`src/rtl/line_dma_host_if.sv`:
```
// Host-side channels of the line DMA controller: request, write-beat and read-beat.
// The master modport is the DMA controller; the slave modport is the host or memory port.
interface line_dma_host_if;
  logic        host_req_valid;
  logic        host_req_ready;
  logic        host_req_wr;
  logic [31:0] host_req_addr;
  logic [63:0] host_wdata;
  logic        host_wvalid;
  logic        host_wready;
  logic [63:0] host_rdata;
  logic        host_rvalid;

  modport master (
    output host_req_valid, host_req_wr, host_req_addr, host_wdata, host_wvalid,
    input  host_req_ready, host_wready, host_rdata, host_rvalid
  );

  modport slave (
    input  host_req_valid, host_req_wr, host_req_addr, host_wdata, host_wvalid,
    output host_req_ready, host_wready, host_rdata, host_rvalid
  );
endinterface

```
`src/rtl/line_dma_ctrl.sv`:
```
// Moves one 64-byte cache line to or from the host as eight 64-bit beats.
// One transaction at a time; cache-side inputs are only looked at while idle.
module line_dma_ctrl (
  input  logic                   clk,
  input  logic                   rst_n,
  input  logic [1:0]             op,
  input  logic [31:0]            addr,
  input  logic [511:0]           wdata,
  output logic [511:0]           rdata,
  output logic                   rd_valid,
  output logic                   tx_done,
  output logic                   busy,
  line_dma_host_if.master        host
);

  typedef enum logic [2:0] {
    S_IDLE  = 3'd0,
    S_REQ   = 3'd1,
    S_WDATA = 3'd2,
    S_RDATA = 3'd3,
    S_DONE  = 3'd4
  } state_t;

  localparam logic [1:0] OP_READ  = 2'b01;
  localparam logic [1:0] OP_WRITE = 2'b10;

  state_t         r_state;
  state_t         w_next;
  logic [2:0]     r_beat;
  logic           r_wr;
  logic [31:0]    r_addr;
  logic [511:0]   r_line;
  logic [511:0]   r_rdata;
  logic [511:0]   w_line_rd;
  logic           w_start;
  logic           w_last_beat;

  assign w_start     = (op == OP_READ) || (op == OP_WRITE);
  assign w_last_beat = (r_beat == 3'd7);

  // NOTE: sequential state uses non-blocking (<=) so every flop samples pre-edge values.
  always_ff @(posedge clk or negedge rst_n) begin
    if (!rst_n) r_state <= S_IDLE;
    else        r_state <= w_next;
  end

  // NOTE: every always_comb output gets a default first, otherwise a latch is inferred.
  always_comb begin
    w_next = r_state;
    case (r_state)
      S_IDLE:  if (w_start) w_next = S_REQ;
      S_REQ:   if (host.host_req_ready) w_next = r_wr ? S_WDATA : S_RDATA;
      S_WDATA: if (host.host_wready && w_last_beat) w_next = S_DONE;
      S_RDATA: if (host.host_rvalid && w_last_beat) w_next = S_DONE;
      S_DONE:  w_next = S_IDLE;
      default: w_next = S_IDLE;
    endcase
  end

  always_comb begin
    host.host_req_valid = 1'b0;
    host.host_req_wr    = 1'b0;
    host.host_req_addr  = '0;
    host.host_wvalid    = 1'b0;
    host.host_wdata     = '0;
    tx_done             = 1'b0;
    rd_valid            = 1'b0;
    busy                = (r_state != S_IDLE);
    case (r_state)
      S_REQ: begin
        host.host_req_valid = 1'b1;
        host.host_req_wr    = r_wr;
        host.host_req_addr  = r_addr;
      end
      S_WDATA: begin
        host.host_wvalid = 1'b1;
        host.host_wdata  = r_line[{r_beat, 6'd0} +: 64];
      end
      S_DONE: begin
        tx_done  = 1'b1;
        rd_valid = !r_wr;
      end
      default: ;
    endcase
  end

  // Line buffer with the incoming read beat merged in, so the final beat
  // reaches rdata on the same edge that enters DONE.
  always_comb begin
    w_line_rd = r_line;
    w_line_rd[{r_beat, 6'd0} +: 64] = host.host_rdata;
  end

  // NOTE: the line buffer is reset because a reset must discard any partial line.
  always_ff @(posedge clk or negedge rst_n) begin
    if (!rst_n) begin
      r_beat  <= '0;
      r_wr    <= 1'b0;
      r_addr  <= '0;
      r_line  <= '0;
      r_rdata <= '0;
    end else begin
      case (r_state)
        S_IDLE: begin
          if (w_start) begin
            r_addr <= addr & 32'hFFFF_FFC0;
            r_wr   <= (op == OP_WRITE);
            r_line <= wdata;
          end
        end
        S_REQ: begin
          if (host.host_req_ready) r_beat <= '0;
        end
        S_WDATA: begin
          if (host.host_wready) r_beat <= r_beat + 3'd1;
        end
        S_RDATA: begin
          if (host.host_rvalid) begin
            r_line <= w_line_rd;
            r_beat <= r_beat + 3'd1;
            if (w_last_beat) r_rdata <= w_line_rd;
          end
        end
        default: ;
      endcase
    end
  end

  assign rdata = r_rdata;

endmodule

```
`src/flat_wrapper.sv`:
```
// flat-port wrapper written by rule: the top's interface ports become plain ports
module line_dma_ctrl_flat 
  (clk, rst_n, op, addr, wdata, rdata, rd_valid, tx_done, busy, host_host_req_valid, host_host_req_wr, host_host_req_addr, host_host_wdata, host_host_wvalid, host_host_req_ready, host_host_wready, host_host_rdata, host_host_rvalid);
  line_dma_host_if host_i ();
  input  logic clk;
  input  logic rst_n;
  input  logic [1:0] op;
  input  logic [31:0] addr;
  input  logic [511:0] wdata;
  output logic [511:0] rdata;
  output logic rd_valid;
  output logic tx_done;
  output logic busy;
  output wire logic [$bits(host_i.host_req_valid)-1:0] host_host_req_valid;
  output wire logic [$bits(host_i.host_req_wr)-1:0] host_host_req_wr;
  output wire logic [$bits(host_i.host_req_addr)-1:0] host_host_req_addr;
  output wire logic [$bits(host_i.host_wdata)-1:0] host_host_wdata;
  output wire logic [$bits(host_i.host_wvalid)-1:0] host_host_wvalid;
  input wire logic [$bits(host_i.host_req_ready)-1:0] host_host_req_ready;
  input wire logic [$bits(host_i.host_wready)-1:0] host_host_wready;
  input wire logic [$bits(host_i.host_rdata)-1:0] host_host_rdata;
  input wire logic [$bits(host_i.host_rvalid)-1:0] host_host_rvalid;
  assign host_host_req_valid = host_i.host_req_valid;
  assign host_host_req_wr = host_i.host_req_wr;
  assign host_host_req_addr = host_i.host_req_addr;
  assign host_host_wdata = host_i.host_wdata;
  assign host_host_wvalid = host_i.host_wvalid;
  assign host_i.host_req_ready = host_host_req_ready;
  assign host_i.host_wready = host_host_wready;
  assign host_i.host_rdata = host_host_rdata;
  assign host_i.host_rvalid = host_host_rvalid;
  line_dma_ctrl u_core (.clk(clk), .rst_n(rst_n), .op(op), .addr(addr), .wdata(wdata), .rdata(rdata), .rd_valid(rd_valid), .tx_done(tx_done), .busy(busy), .host(host_i));
endmodule
```
`config.mk`:
```
export PLATFORM = sky130hd
export DESIGN_NAME = line_dma_ctrl_flat
export DESIGN_NICKNAME = d
export VERILOG_FILES = /design/src/rtl/line_dma_host_if.sv /design/src/rtl/line_dma_ctrl.sv /design/src/flat_wrapper.sv
export SDC_FILE = /design/constraint.sdc
export NUM_CORES = 2
export LEC_CHECK = 0
export CORE_AREA = 5 5 477 479
export DETAILED_ROUTE_END_ITERATION = 12
export DIE_AREA = 0 0 482 484
export MAX_ROUTING_LAYER = met4
export PLACE_DENSITY = 0.5
export SYNTH_ARGS = -nofsm -noshare
export SYNTH_HDL_FRONTEND = slang
export SYNTH_SLANG_ARGS = --single-unit
```
`constraint.sdc`:
```
create_clock -name clk -period 3.5 [get_ports clk]
set_input_delay 0.7 -clock clk [delete_from_list [all_inputs] [get_ports clk]]
set_output_delay 0.7 -clock clk [all_outputs]
set_load 0.01 [all_outputs]
```
==> impl_metrics.py <==
metrics = {
    "final_layout": {
        "num-nets-final": 6534,
        "area_growth_pct": 43.1,
        "fillers": 22609,
        "stdcell_area_sq_um": 75100,
        "drive_above_1_share_pct": 14.3,
    },
    "global_routing": {
        "grtUsageTotal_pct": 26.1,
        "grt_first_pass_wirelength_um": 420000,
        "grt_pass1_vias": 48877,
        "grt_max_degree": 115,
        "antenna_found_initial": 127,
        "grt-ovfl-total": 0,
    },
    "worst_setup_path": {
        "critPathCaptureType": "output port",
        "required_ns": 2.80,
        "critical_path.max_fanout": 8,
        "path_class": "reg2out",
        "r2r_start": "u_core.r_beat[0]",
        "cp_data_arrival_time_ns": 2.83,
        "setup.worst_path.start": "u_core.r_beat[0]",
        "startpoint_type": "register",
    },
    "timing": {
        "fmax_ghz": 0.283,
        "skew_ns": 0.0289,
        "layout_setup_ws_ns": -0.0274,
        "setup_viol": 2,
        "hold_violations": 0,
        "rsz0062_at_grt": "yes",
        "relSlewSlack_pct": 33.0,
        "worst_slew_pin_slew_ns": 1.01,
        "drv_slew": 0,
        "finalCriticalPeriod_ns": 3.53,
        "finalCritPeriodShare_pct": 101,
    },
    "die": {
        "dieWidth_um": 482,
        "die_y_um": 484,
        "die_area_sq_um": 233000,
        "io_pins": 1229,
        "start_util_pct": 23.5,
        "core_area_sq_um": 223000,
        "rows": 174,
    },
    "yosys": {
        "ys.flop_type": "dfrtp_1",
        "synth_area_sq_um": 52400,
        "async_flop_share_pct": 100,
        "synth_top_cells_by_area": "dfrtp_1, mux2i_1, a2bb2oi_1",
        "avgSynthCellArea_sq_um": 11.0,
        "yosys.area.top_type_share_pct": 50.4,
        "synth_cells": 4760,
        "ys_seq_area_share_pct": 50.4,
        "yosysUniqueCellTypes": 44,
        "synth_seq_cells": 1057,
        "synth_edf_count": 0,
        "synth_warnings": 0,
        "synth_area_leader_cell": "dfrtp_1",
    },
    "power": {
        "p_per_area_nw_per_um2": 807,
        "p_total_w": 0.0606,
        "p_leak_nw": 31.5,
        "peakVddDrop_uv": 1040,
    },
    "placement": {
        "placed_area_sq_um": 69200,
        "pre_cts_ws_ns": 0.256,
        "port_buffers": 1216,
        "hpwl_um": 234000,
        "routabilityCongestion": 0.944,
    },
    "route": {
        "wl_met3_um": 31100,
        "vias": 48854,
        "top_layer": "met4",
        "drt_pass1_iterations": 5,
        "met1_length_um": 124000,
        "met2_length_um": 139000,
        "routedWlPerCell_um": 33.8,
        "drt_iter0_markers": 4829,
        "ant_nets": 0,
        "drc_errors": 0,
        "totalWireLength_um": 308000,
        "viasPerCell": 5.36,
    },
    "clocking": {
        "clk_latency_ns": 0.79,
        "htreeDepth": 4,
        "clkTransAtPathRegs_ns": 0.06,
        "cts_buffers": 134,
        "root_buffer": "clkbuf_16",
        "clk_path_buf_depth": 3,
        "cts.sinks": 1057,
        "tritoncts": "yes",
    },
    "outcome": {
        "violations": "negative setup slack",
        "status": "complete, but fails checks",
    },
    "worst_hold_path": {
        "hold_start": "u_core.rdata[364]",
        "hp-class": "reg2reg",
    },
    "run": {
        "drv_cap": 0,
    },
}
-- cell families (layout without fill, tap and decap cells) --
| kind of cell | count (synthesis) | count (layout) | share of synthesized area [%] |
|---|---|---|---|
| flops | 1057 | 1057 | 50.4 |
| compound gates | 1620 | 1620 | 20.9 |
| other cells | 1 | 107 | 0.00715 |
| buf+inv | 499 | 1748 | 4.76 |
| mux | 668 | 668 | 15.9 |
| simple gates | 907 | 907 | 7.78 |
| fa+ha+maj | 8 | 8 | 0.191 |
-- registers in the layout, indices dropped and copies added (netlist names) --
signal and count:
u_core.rdata 512, u_core.r_beat 3, u_core.r_addr 26, u_core.r_state 3, u_core.r_line 512, u_core.r_wr 1
-- stage by stage --
step                      hold slack [ns]  TNS, ns  std cells  utilization [%]
after floorplan                     0.404        0       4765                -
after global placement              0.465        0       8725             31.0
after detailed placement            0.469        0       8725             31.0
after CTS                           0.435    -1.77       9004             33.5
after global routing                0.466   -0.556       9093             33.6
final                               0.474  -0.0483       9107             33.6
-- worst max-delay path, stage by stage, from the launching register on --
cell     delay [ns]
dfrtp_4        0.52
buf_12         0.15
buf_16         0.16
buf_12         0.17
buf_12         0.13
buf_6          0.11
mux4_2         0.32
nand2_2        0.07
a21oi_4        0.25
buf_6          0.15
-- cell usage after synthesis (all sizes together), types with 2 or more instances --
master      n
and2       90
mux2       28
nor3        2
nand4b      4
clkbuf    193
nand2b      4
a2bb2oi   512
mux4      128
nor2        7
nand3       5
nor3b       4
inv         7
mux2i     512
nor2b       5
a21oi      71
and3      126
buf       299
o311ai      3
o22ai     512
o21a        4
nand2     647
dfrtp    1057
o21ai     515
nand4       4
and3b       2
ha          8
or3         3
-- final timing paths --
| check | end | slack (ns) | cells past startpoint |
|---|---|---|---|
| setup / recovery | host_host_wdata[41] | -0.03 | 9 |
| hold / removal | u_core.rdata[364] | 0.47 | 2 |
| setup reg to reg | u_core.r_line[346] | 0.27 | 11 |
| hold reg to reg | u_core.rdata[364] | 0.47 | 2 |
| max in group asynchronous | u_core.rdata[219] | 1.77 | 3 |
| min in group asynchronous | u_core.rdata[443] | 0.54 | 2 |
-- cell type report --
type	instances	area (sq um)	area share (%)
diodes	101	253	0.337
clock buffers	185	3820	5.09
clock inverters	54	703	0.937
inverters	7	28.8	0.0383
multi-input cells	3209	24100	32.1
flip-flops and latches	1057	26500	35.3
well taps	2992	3740	4.99
repair buffers	1502	16000	21.3
-- metal layers --
metal,track usage (%),vias up
met3,8.01,501
met5,-,-
met4,10.3,0
met2,39.7,2607
met1,32.5,25383
li1,-,20363
-- report_power, final --
part	internal (W)	total, W	switching [W]
Clock	0.00845	0.0145	0.00610
Combinational	0.0126	0.0269	0.0143
Sequential	0.0156	0.0192	0.00358
-- placed cells by master (no fill, tap or decap), drive strengths merged, types with 5 or more instances in the layout --
master,instances
nand2,647
a21oi,71
dfrtp,1057
and3,126
nor2,7
o21ai,515
and2,90
conb,6
a2bb2oi,512
bufinv,10
o22ai,512
clkdlybuf4s50,1150
nand3,5
diode,101
clkbuf,188
nor2b,5
mux4,128
mux2i,512
buf,333
clkdlybuf4s15,14
clkinv,33
ha,8
mux2,28
inv,14
-- repair_timing --
action	4_1_cts	5_1_grt
hold buffers	1	0
buffers inserted	32	6
gates cloned	8	1
setup endpoints to repair	91	48
pin swaps	28	13
endpoints found under the hold margin	3	0
gates resized for setup	345	35
(Power assumes the default switching activity.)
